$ cat src/rtl/uart_tx_fifo.sv
// uart_tx_fifo: byte FIFO plus drain controller in front of a uart transmitter.
// Producers push bytes at core rate. The block hands them to the uart one at a time
// and paces itself on tx_busy, so producers never need to watch the uart.
//
// Ports:
//   clk, rst_n         clock; asynchronous active-low reset
//   wr_data, wr_en     enqueue a byte
//   flush              synchronous clear of the stored bytes; a byte already handed
//                      to the uart still completes
//   full, empty, count FIFO occupancy
//   overflow           1-cycle pulse: a write was dropped because the FIFO was full
//   tx_err             1-cycle pulse: tx_busy never rose after a tx_send
//   tx_data, tx_send   registered byte and 1-cycle send strobe to the uart
//   tx_busy            uart transmitter busy
module uart_tx_fifo #(
  parameter int DEPTH_LOG2 = 4,
  parameter int BUSY_WAIT  = 4
) (
  input  logic                  clk,
  input  logic                  rst_n,
  input  logic [7:0]            wr_data,
  input  logic                  wr_en,
  input  logic                  flush,
  output logic                  full,
  output logic                  empty,
  output logic [DEPTH_LOG2:0]   count,
  output logic                  overflow,
  output logic                  tx_err,
  output logic [7:0]            tx_data,
  output logic                  tx_send,
  input  logic                  tx_busy
);

  localparam int DEPTH = 2 ** DEPTH_LOG2;
  localparam int CW    = DEPTH_LOG2 + 1;
  localparam int WW    = (BUSY_WAIT > 1) ? $clog2(BUSY_WAIT) : 1;

  typedef enum logic [1:0] {IDLE, WAIT_BUSY, WAIT_DONE} state_e;

  state_e                state_q, state_d;
  logic [DEPTH_LOG2-1:0] wr_ptr_q, wr_ptr_d;
  logic [DEPTH_LOG2-1:0] rd_ptr_q, rd_ptr_d;
  logic [CW-1:0]         count_q, count_d;
  logic [WW-1:0]         wait_q, wait_d;
  logic [7:0]            tx_data_q, tx_data_d;
  logic                  tx_send_q, tx_send_d;
  logic                  overflow_q, overflow_d;
  logic                  tx_err_q, tx_err_d;
  logic [7:0]            mem_q [DEPTH];

  logic pop, wr_acc;

  assign full  = (count_q == CW'(DEPTH));
  assign empty = (count_q == '0);

  // The only pop is the IDLE -> WAIT_BUSY launch; a pop frees a slot on the same
  // edge, so a write into a full FIFO is still accepted then.
  assign pop    = (state_q == IDLE) && !empty && !flush;
  assign wr_acc = wr_en && !flush && (!full || pop);

  always_comb begin
    state_d    = state_q;
    wr_ptr_d   = wr_ptr_q;
    rd_ptr_d   = rd_ptr_q;
    count_d    = count_q;
    wait_d     = wait_q;
    tx_data_d  = tx_data_q;
    tx_send_d  = 1'b0;
    tx_err_d   = 1'b0;
    overflow_d = wr_en && full && !pop && !flush;

    if (flush) begin
      wr_ptr_d = '0;
      rd_ptr_d = '0;
      count_d  = '0;
    end else begin
      if (wr_acc) wr_ptr_d = wr_ptr_q + 1'b1;
      if (pop)    rd_ptr_d = rd_ptr_q + 1'b1;
      unique case ({wr_acc, pop})
        2'b10:   count_d = count_q + CW'(1);
        2'b01:   count_d = count_q - CW'(1);
        default: count_d = count_q;
      endcase
    end

    unique case (state_q)
      IDLE: begin
        if (pop) begin
          tx_data_d = mem_q[rd_ptr_q];
          tx_send_d = 1'b1;
          wait_d    = '0;
          state_d   = WAIT_BUSY;
        end
      end
      WAIT_BUSY: begin
        if (tx_busy) begin
          state_d = WAIT_DONE;
        end else if (wait_q == WW'(BUSY_WAIT - 1)) begin
          // uart never acknowledged; give up on this byte rather than stall
          tx_err_d = 1'b1;
          state_d  = IDLE;
        end else begin
          wait_d = wait_q + 1'b1;
        end
      end
      WAIT_DONE: begin
        if (!tx_busy) state_d = IDLE;
      end
      default: state_d = IDLE;
    endcase
  end

  always_ff @(posedge clk or negedge rst_n) begin
    if (!rst_n) begin
      state_q    <= IDLE;
      wr_ptr_q   <= '0;
      rd_ptr_q   <= '0;
      count_q    <= '0;
      wait_q     <= '0;
      tx_data_q  <= '0;
      tx_send_q  <= 1'b0;
      overflow_q <= 1'b0;
      tx_err_q   <= 1'b0;
    end else begin
      state_q    <= state_d;
      wr_ptr_q   <= wr_ptr_d;
      rd_ptr_q   <= rd_ptr_d;
      count_q    <= count_d;
      wait_q     <= wait_d;
      tx_data_q  <= tx_data_d;
      tx_send_q  <= tx_send_d;
      overflow_q <= overflow_d;
      tx_err_q   <= tx_err_d;
    end
  end

  // Storage carries no reset; count and pointers define what is valid.
  always_ff @(posedge clk) begin
    if (wr_acc) mem_q[wr_ptr_q] <= wr_data;
  end

  assign count    = count_q;
  assign overflow = overflow_q;
  assign tx_err   = tx_err_q;
  assign tx_data  = tx_data_q;
  assign tx_send  = tx_send_q;

endmodule

$ cat config.mk
export PLATFORM = sky130hd
export DESIGN_NAME = uart_tx_fifo
export DESIGN_NICKNAME = d
export VERILOG_FILES = /design/src/rtl/uart_tx_fifo.sv
export SDC_FILE = /design/constraint.sdc
export NUM_CORES = 1
export LEC_CHECK = 0
export CORE_ASPECT_RATIO = 0.5
export CORE_MARGIN = 2
export CORE_UTILIZATION = 54
export DETAILED_ROUTE_END_ITERATION = 8
export PLACE_DENSITY = 0.76
export SYNTH_ARGS = -nofsm -noshare
export SYNTH_HDL_FRONTEND = slang
export SYNTH_SLANG_ARGS = --single-unit
export TNS_END_PERCENT = 100
$ cat constraint.sdc
create_clock -name clk -period 2.66 [get_ports clk]
set_input_delay 0.532 -clock clk [delete_from_list [all_inputs] [get_ports clk]]
set_output_delay 0.532 -clock clk [all_outputs]
set_load 0.01 [all_outputs]
==> results.py, run 1 <==
metrics = {
    "placement": {
        "dpl.hpwl_um": 8391,
        "gp_congestion": 0.8328,
        "port_buffers": 30,
        "place_ws_ns": -0.08017,
        "dp_cells": 564,
        "placed_area_um2": 7246,
    },
    "sta": {
        "finalHoldViolations": 0,
        "setup-violations-final": 0,
        "finalMaxSlewViolations": 0,
        "skew_ns": 0.009114,
        "slew_headroom_pct": 46.30,
        "max_freq_mhz": 391.0,
        "tightest_slew_ns": 0.8054,
        "tns_ns": 0,
        "period_needed_ns": 2.558,
        "holdWs_ns": 0.5042,
        "setup_ws_ns": 0.1024,
        "finalCritPeriodShare_pct": 96.15,
    },
    "clock_network": {
        "clkSlewWorstSetupHoldPaths_ns": 0.06,
        "clk_path_buf_depth": 2,
        "clock_sinks": 156,
        "cts_hold_buf": 0,
        "cts_root_buf": "clkbuf_16",
        "cts_buffers": 17,
        "postCtsSetupRepairBufs": 0,
        "cts_tree": "yes",
        "htreeDepth": 4,
        "clk-insertion-delay-late_ns": 0.42,
    },
    "status": {
        "status": "finished clean",
    },
    "yosys": {
        "ys_seq_elements": 156,
        "synth-seq-area-share_pct": 71.17,
        "synth_warnings": 0,
        "synth_nets": 375,
        "synth_top_area_cell": "edfxtp_1",
        "synthTopCellsByArea": "edfxtp_1 (60%), mux4_2 (11%), dfrtp_1 (11%)",
        "syn_area_per_cell_um2": 18.14,
        "synth.top_cell.area_share_pct": 60.20,
        "syn_inst": 352,
        "synthArstFlopShare_pct": 17.95,
        "ys.flop_type": "edfxtp_1",
        "synth_edf_count": 128,
        "syn_area_um2": 6385,
        "synth_cell_types": 44,
    },
    "detailed_routing": {
        "num_vias": 3501,
        "wire_per_inst_um": 22.43,
        "first_pass_iters": 4,
        "drc": 0,
        "routed_wl_um": 13370,
        "vias_per_cell": 5.874,
        "ant_nets": 0,
        "detail_route.iter0.violations": 326,
    },
    "power_and_ir_drop": {
        "powerDensity_nw_per_um2": 876.5,
        "p_leak_nw": 2.764,
        "finalPower_mw": 6.926,
        "ir_worst_vdd_v": 0.0004155,
    },
    "grt": {
        "track_usage_pct": 22.62,
        "grt_pass1_wl_um": 20100,
        "grt_max_degree": 35,
        "antenna_found_initial": 0,
        "overflow": 0,
        "grt_pass1_vias": 3661,
    },
    "floorplan": {
        "die_w_um": 157.8,
        "dieArea_um2": 12760,
        "die_y_um": 80.89,
        "boundaryPins": 31,
        "core_um2": 11670,
        "fp-row-count": 28,
        "start_util_pct": 54.73,
    },
    "setup_path": {
        "ff2ff_setup_slack_ns": 0.10,
        "regToRegEndpoint": "count[4]",
        "cp_common_cell": "inv_2",
        "cp-end-kind": "register",
        "slowest_stage": "or4_4",
        "crit_fanout": 3,
        "worstPathArrival_ns": 2.89,
        "rr_worst_depth": 10,
        "cp_data_required_time_ns": 2.99,
        "path_cells": "or4_4 -> o21ai_4 -> inv_2 -> nand2b_4 -> inv_2 -> ha_1 -> nor2_2 -> a21oi_1 -> or4_1 -> a41oi_1",
        "cp.buffers_inverters": 2,
        "critPathLaunchType": "register",
        "r2r_start": "count[1]",
        "critical-path-top-delay-family": "simple AND/OR/NAND/NOR gates",
        "path_class": "reg2reg",
        "cpPeakStageDelay_ns": 0.56,
    },
    "layout": {
        "final_cell_area_um2": 7901,
        "fill_cells": 744,
        "drive_above_1_share_pct": 25.29,
        "final_core_util_pct": 67.73,
        "area_delta_synth_final_pct": 23.75,
        "fin_cells": 596,
        "diodes": 0,
        "nets": 441,
    },
    "min_path": {
        "hold_class": "in2async",
    },
    "job": {
        "maxCapViolCount": 0,
    },
}
## cells in the mapped netlist (2+ instances only)
master	n
a21o_1	2
a21oi_1	4
and2_1	13
buf_2	8
clkbuf_1	7
dfrtp_1	28
edfxtp_1	128
ha_1	9
inv_1	12
mux2_1	3
mux2i_1	22
mux4_2	32
nand2_1	12
nand2b_1	7
nand3_1	4
nor2_1	16
nor3_1	2
o211ai_1	2
o21ai_0	4
o221ai_1	8
or3_1	2
or4_1	2
xor2_1	4
## repair_timing
action,4_1_cts,5_1_grt
pin swaps,0,1
gates resized for setup,3,5
endpoints found under the setup margin,2,1
## cell families after synthesis
logic type	share of synthesized area [%]
adders and majority gates	2.077
and+or+nand+nor	5.879
AOI/OAI and AO/OA	3.194
DFF	71.17
buffers and inverters	1.862
xor gates and xnor gates	0.5486
muxes	15.27
## power breakdown
part	total, mW	internal, mW	switching [mW]	leakage (nW)
logic	1.41	0.687	0.725	0.940
registers	2.98	2.81	0.168	1.52
clock network	2.54	1.51	1.02	0.305
## layout make-up
cell class              count  area [um^2]  area share, %
clock buffers              17        425.4          5.384
clock inverters            15        198.9          2.518
inverters                  13        48.80         0.6176
multi-input cells         167         1755          22.22
flip-flops and latches    156         4546          57.53
well taps                 165        206.4          2.613
repair buffers             63        720.7          9.121
## sequential cells by signal, summed over array words and instances, names as in the netlist
signal,count
mem_q,128
tx_data,8
count,5
rd_ptr_q,4
wr_ptr_q,4
state_q,2
wait_q,2
overflow,1
tx_err,1
tx_send,1
## worst register-to-register path: stages (launching register included)
cell	delay [ns]
dfrtp_1	0.38
or4_4	0.56
o21ai_4	0.16
inv_2	0.08
nand2b_4	0.08
inv_2	0.06
ha_1	0.32
nor2_2	0.13
a21oi_1	0.07
or4_1	0.42
a41oi_1	0.21
## worst max path at each step
stage             start        to  slack [ns]  cells past startpoint
6_report       count[1]  count[4]        0.10                     10
5_1_grt        count[1]  count[4]       -0.02                     10
4_1_cts        count[1]  count[4]        0.04                     10
3_5_place_dp      flush  count[4]       -0.08                     11
3_3_place_gp      flush  count[4]        0.02                     10
2_1_floorplan  count[1]  count[4]        0.01                     11
## cell usage in the layout (no fill, tap or decap), drive strengths merged, types with 3 or more instances in the layout
cell	n
and2	13
xor2	4
buf	33
nand3	4
mux2	3
edfxtp	128
dfrtp	28
nor2	16
o21ai	6
nand2	12
inv	22
bufinv	3
clkdlybuf4s50	28
o221ai	8
ha	9
nand2b	7
mux4	32
mux2i	22
a21oi	4
clkbuf	17
## layer usage
layer / GRT usage (%) / share of wire [%] / vias up / routed length [um]
li1: - / - / 1519 / -
met3: 6.777 / 6.6 / 27 / 888
met1: 28.46 / 41 / 1805 / 5451
met4: 9.182 / 2.6 / 0 / 352
met2: 37.57 / 50 / 150 / 6672
met5: 0 / 0 / - / 0
Note: power is estimated with default switching activity, not from simulation.
==> inputs of run 2 (changes only) <==
- SETUP_SLACK_MARGIN: unset -> 0.05
==> run 2 against run 1 <==
Global-route usage fell by 0.22 points. Final cell count rose by 0.34%. Maximum frequency rose by 0.79%. Critical path depth did not move. Sequential cell count did not move. Combinational power rose by 3%. Worst setup slack improved by 0.020 ns. Hold slack improved by 0.0043 ns. Clock power fell by 10%.
==> results.py, run 2 (synthesis gave the netlist of run 1 again) <==
metrics = {
    "floorplan": {
        "die_w_um": 157.8,
        "dieArea_um2": 12760,
        "die_y_um": 80.89,
        "boundaryPins": 31,
        "start_util_pct": 54.73,
        "fp-row-count": 28,
        "core_um2": 11670,
    },
    "grt": {
        "antenna_found_initial": 0,
        "grt_max_degree": 20,
        "track_usage_pct": 22.40,
        "grt_pass1_vias": 3612,
        "overflow": 0,
        "grt_pass1_wl_um": 20020,
    },
    "placement": {
        "dpl.hpwl_um": 8285,
        "dp_cells": 566,
        "port_buffers": 30,
        "gp_congestion": 0.8193,
    },
    "clock_network": {
        "clock_sinks": 156,
        "htreeDepth": 4,
        "postCtsResizedCells": 3,
        "clk-insertion-delay-late_ns": 0.42,
        "cts_root_buf": "clkbuf_16",
        "clkSlewWorstSetupHoldPaths_ns": 0.06,
        "clk_path_buf_depth": 2,
        "cts_hold_buf": 0,
        "cts_tree": "yes",
        "postCtsSetupRepairBufs": 0,
        "cts_buffers": 17,
    },
    "sta": {
        "skew_ns": 0.006769,
        "max_freq_mhz": 394.1,
        "finalMaxSlewViolations": 0,
        "holdWs_ns": 0.5084,
        "period_needed_ns": 2.538,
        "finalCritPeriodShare_pct": 95.40,
        "tightest_slew_ns": 0.8553,
        "setup-violations-final": 0,
        "slew_headroom_pct": 42.98,
        "rsz0062_at_grt": "yes",
        "finalHoldViolations": 0,
    },
    "power_and_ir_drop": {
        "intPower_mw": 4.818,
        "ir_worst_vdd_v": 0.0004028,
        "p_leak_nw": 2.733,
        "p_clk_share_pct": 34.1,
        "comb_power_share_pct": 21.8,
        "powerDensity_nw_per_um2": 851.1,
        "power.net_switching_mw": 1.866,
        "pwr-share-seq_pct": 44.2,
        "switching_share_pct": 27.91,
    },
    "layout": {
        "multi_input_area_um2": 1759,
        "final_cell_mix": "edfxtp_1 (128), mux4_2 (32), clkdlybuf4s50_1 (28)",
        "nets": 443,
        "fill_cells": 753,
        "diodes": 0,
        "fin_cells": 598,
        "drive_above_1_share_pct": 26.10,
        "top_register": "mem_q",
        "final_common_cell": "edfxtp_1",
        "largest_reg_flops": 128,
        "regArea_um2": 4548,
        "area_delta_synth_final_pct": 23.01,
    },
    "setup_path": {
        "critPathLaunchType": "register",
        "crit_fanout": 3,
        "path_class": "reg2reg",
        "cpPeakStageDelay_ns": 0.56,
        "path_cells": "or4_4 -> o21ai_4 -> inv_2 -> nand2b_4 -> inv_2 -> ha_1 -> nor2_2 -> a21oi_1 -> or4_1 -> a41oi_1",
        "slowest_stage": "or4_4",
        "cp_common_cell": "inv_2",
        "worstPathArrival_ns": 2.87,
        "cp_data_required_time_ns": 2.99,
        "cp-end-kind": "register",
    },
    "job": {
        "maxCapViolCount": 0,
    },
    "detailed_routing": {
        "routed_wl_um": 13030,
        "detail_route.iter0.violations": 260,
        "first_pass_iters": 6,
        "num_vias": 3477,
        "ant_nets": 0,
        "wire_per_inst_um": 21.79,
        "vias_per_cell": 5.814,
        "drc": 0,
    },
    "status": {
        "status": "finished clean",
    },
    "min_path": {
        "hold_class": "reg2reg",
    },
}
run 2: routing by layer:
metal	track usage [%]	vias to the layer above	routed length [um]
li1	-	1521	-
met1	29.16	1806	5455
met2	37.13	131	6501
met3	5.390	19	834
met4	9.091	0	239
met5	0	-	0
run 2: final timing paths:
path	start	endpoint	slack, ns	cells past startpoint
setup / recovery	count[1]	count[4]	0.12	10
hold / removal	tx_data[2]	tx_data[2]	0.51	2
setup reg to reg	count[1]	count[4]	0.12	10
hold reg to reg	tx_data[2]	tx_data[2]	0.51	2
max in group asynchronous	rst_n	tx_data[3]	1.43	2
min in group asynchronous	rst_n	count[0]	0.58	1
run 2: worst max-delay path, delay by kind of cell (launching register included):
family	cells	cell delay [ns]
AO/OA/AOI/OAI	3	0.47
AND/OR/NAND/NOR	4	1.16
flip-flops	1	0.40
buffers and inverters	2	0.13
adder cells (fa/ha/maj)	1	0.29
run 2: per-stage QoR:
stage	util, %	power, mW	worst slack [ns]	area, um^2	setup TNS (ns)
6_report	67.32	6.684	0.1225	7854	0
5_1_grt	67.32	6.968	0.04084	7854	0
4_1_cts	67.27	6.719	0.08144	7848	0
3_5_place_dp	62.39	4.440	-0.1292	7278	-0.1504
3_3_place_gp	62.39	4.361	-0.01447	7278	-0.01447
2_1_floorplan	-	3.808	0.05382	6417	0
run 2: power by group through the flow:
stage / registers (mW) / logic, mW / clock network [mW]
floorplan: 3.02 / 0.792 / 0
global placement: 2.98 / 1.38 / 0
detailed placement: 2.99 / 1.45 / 0
CTS: 2.95 / 1.46 / 2.31
global route: 2.97 / 1.58 / 2.41
finish: 2.95 / 1.45 / 2.28
run 2: cell type report:
| cell class | instances | share of cell area [%] |
|---|---|---|
| clock buffer | 17 | 5.417 |
| clock inverter | 15 | 1.816 |
| inverter | 13 | 0.6213 |
| multi-input combinational | 167 | 22.40 |
| sequential | 156 | 57.91 |
| tap | 165 | 2.629 |
| timing repair buffer | 65 | 9.208 |
==> inputs of run 3 (changes only) <==
- GPL_ROUTABILITY_DRIVEN: unset -> 0
==> results of run 3 <==
Same layout as run 2: the final DEF is identical, and so are final timing and power.
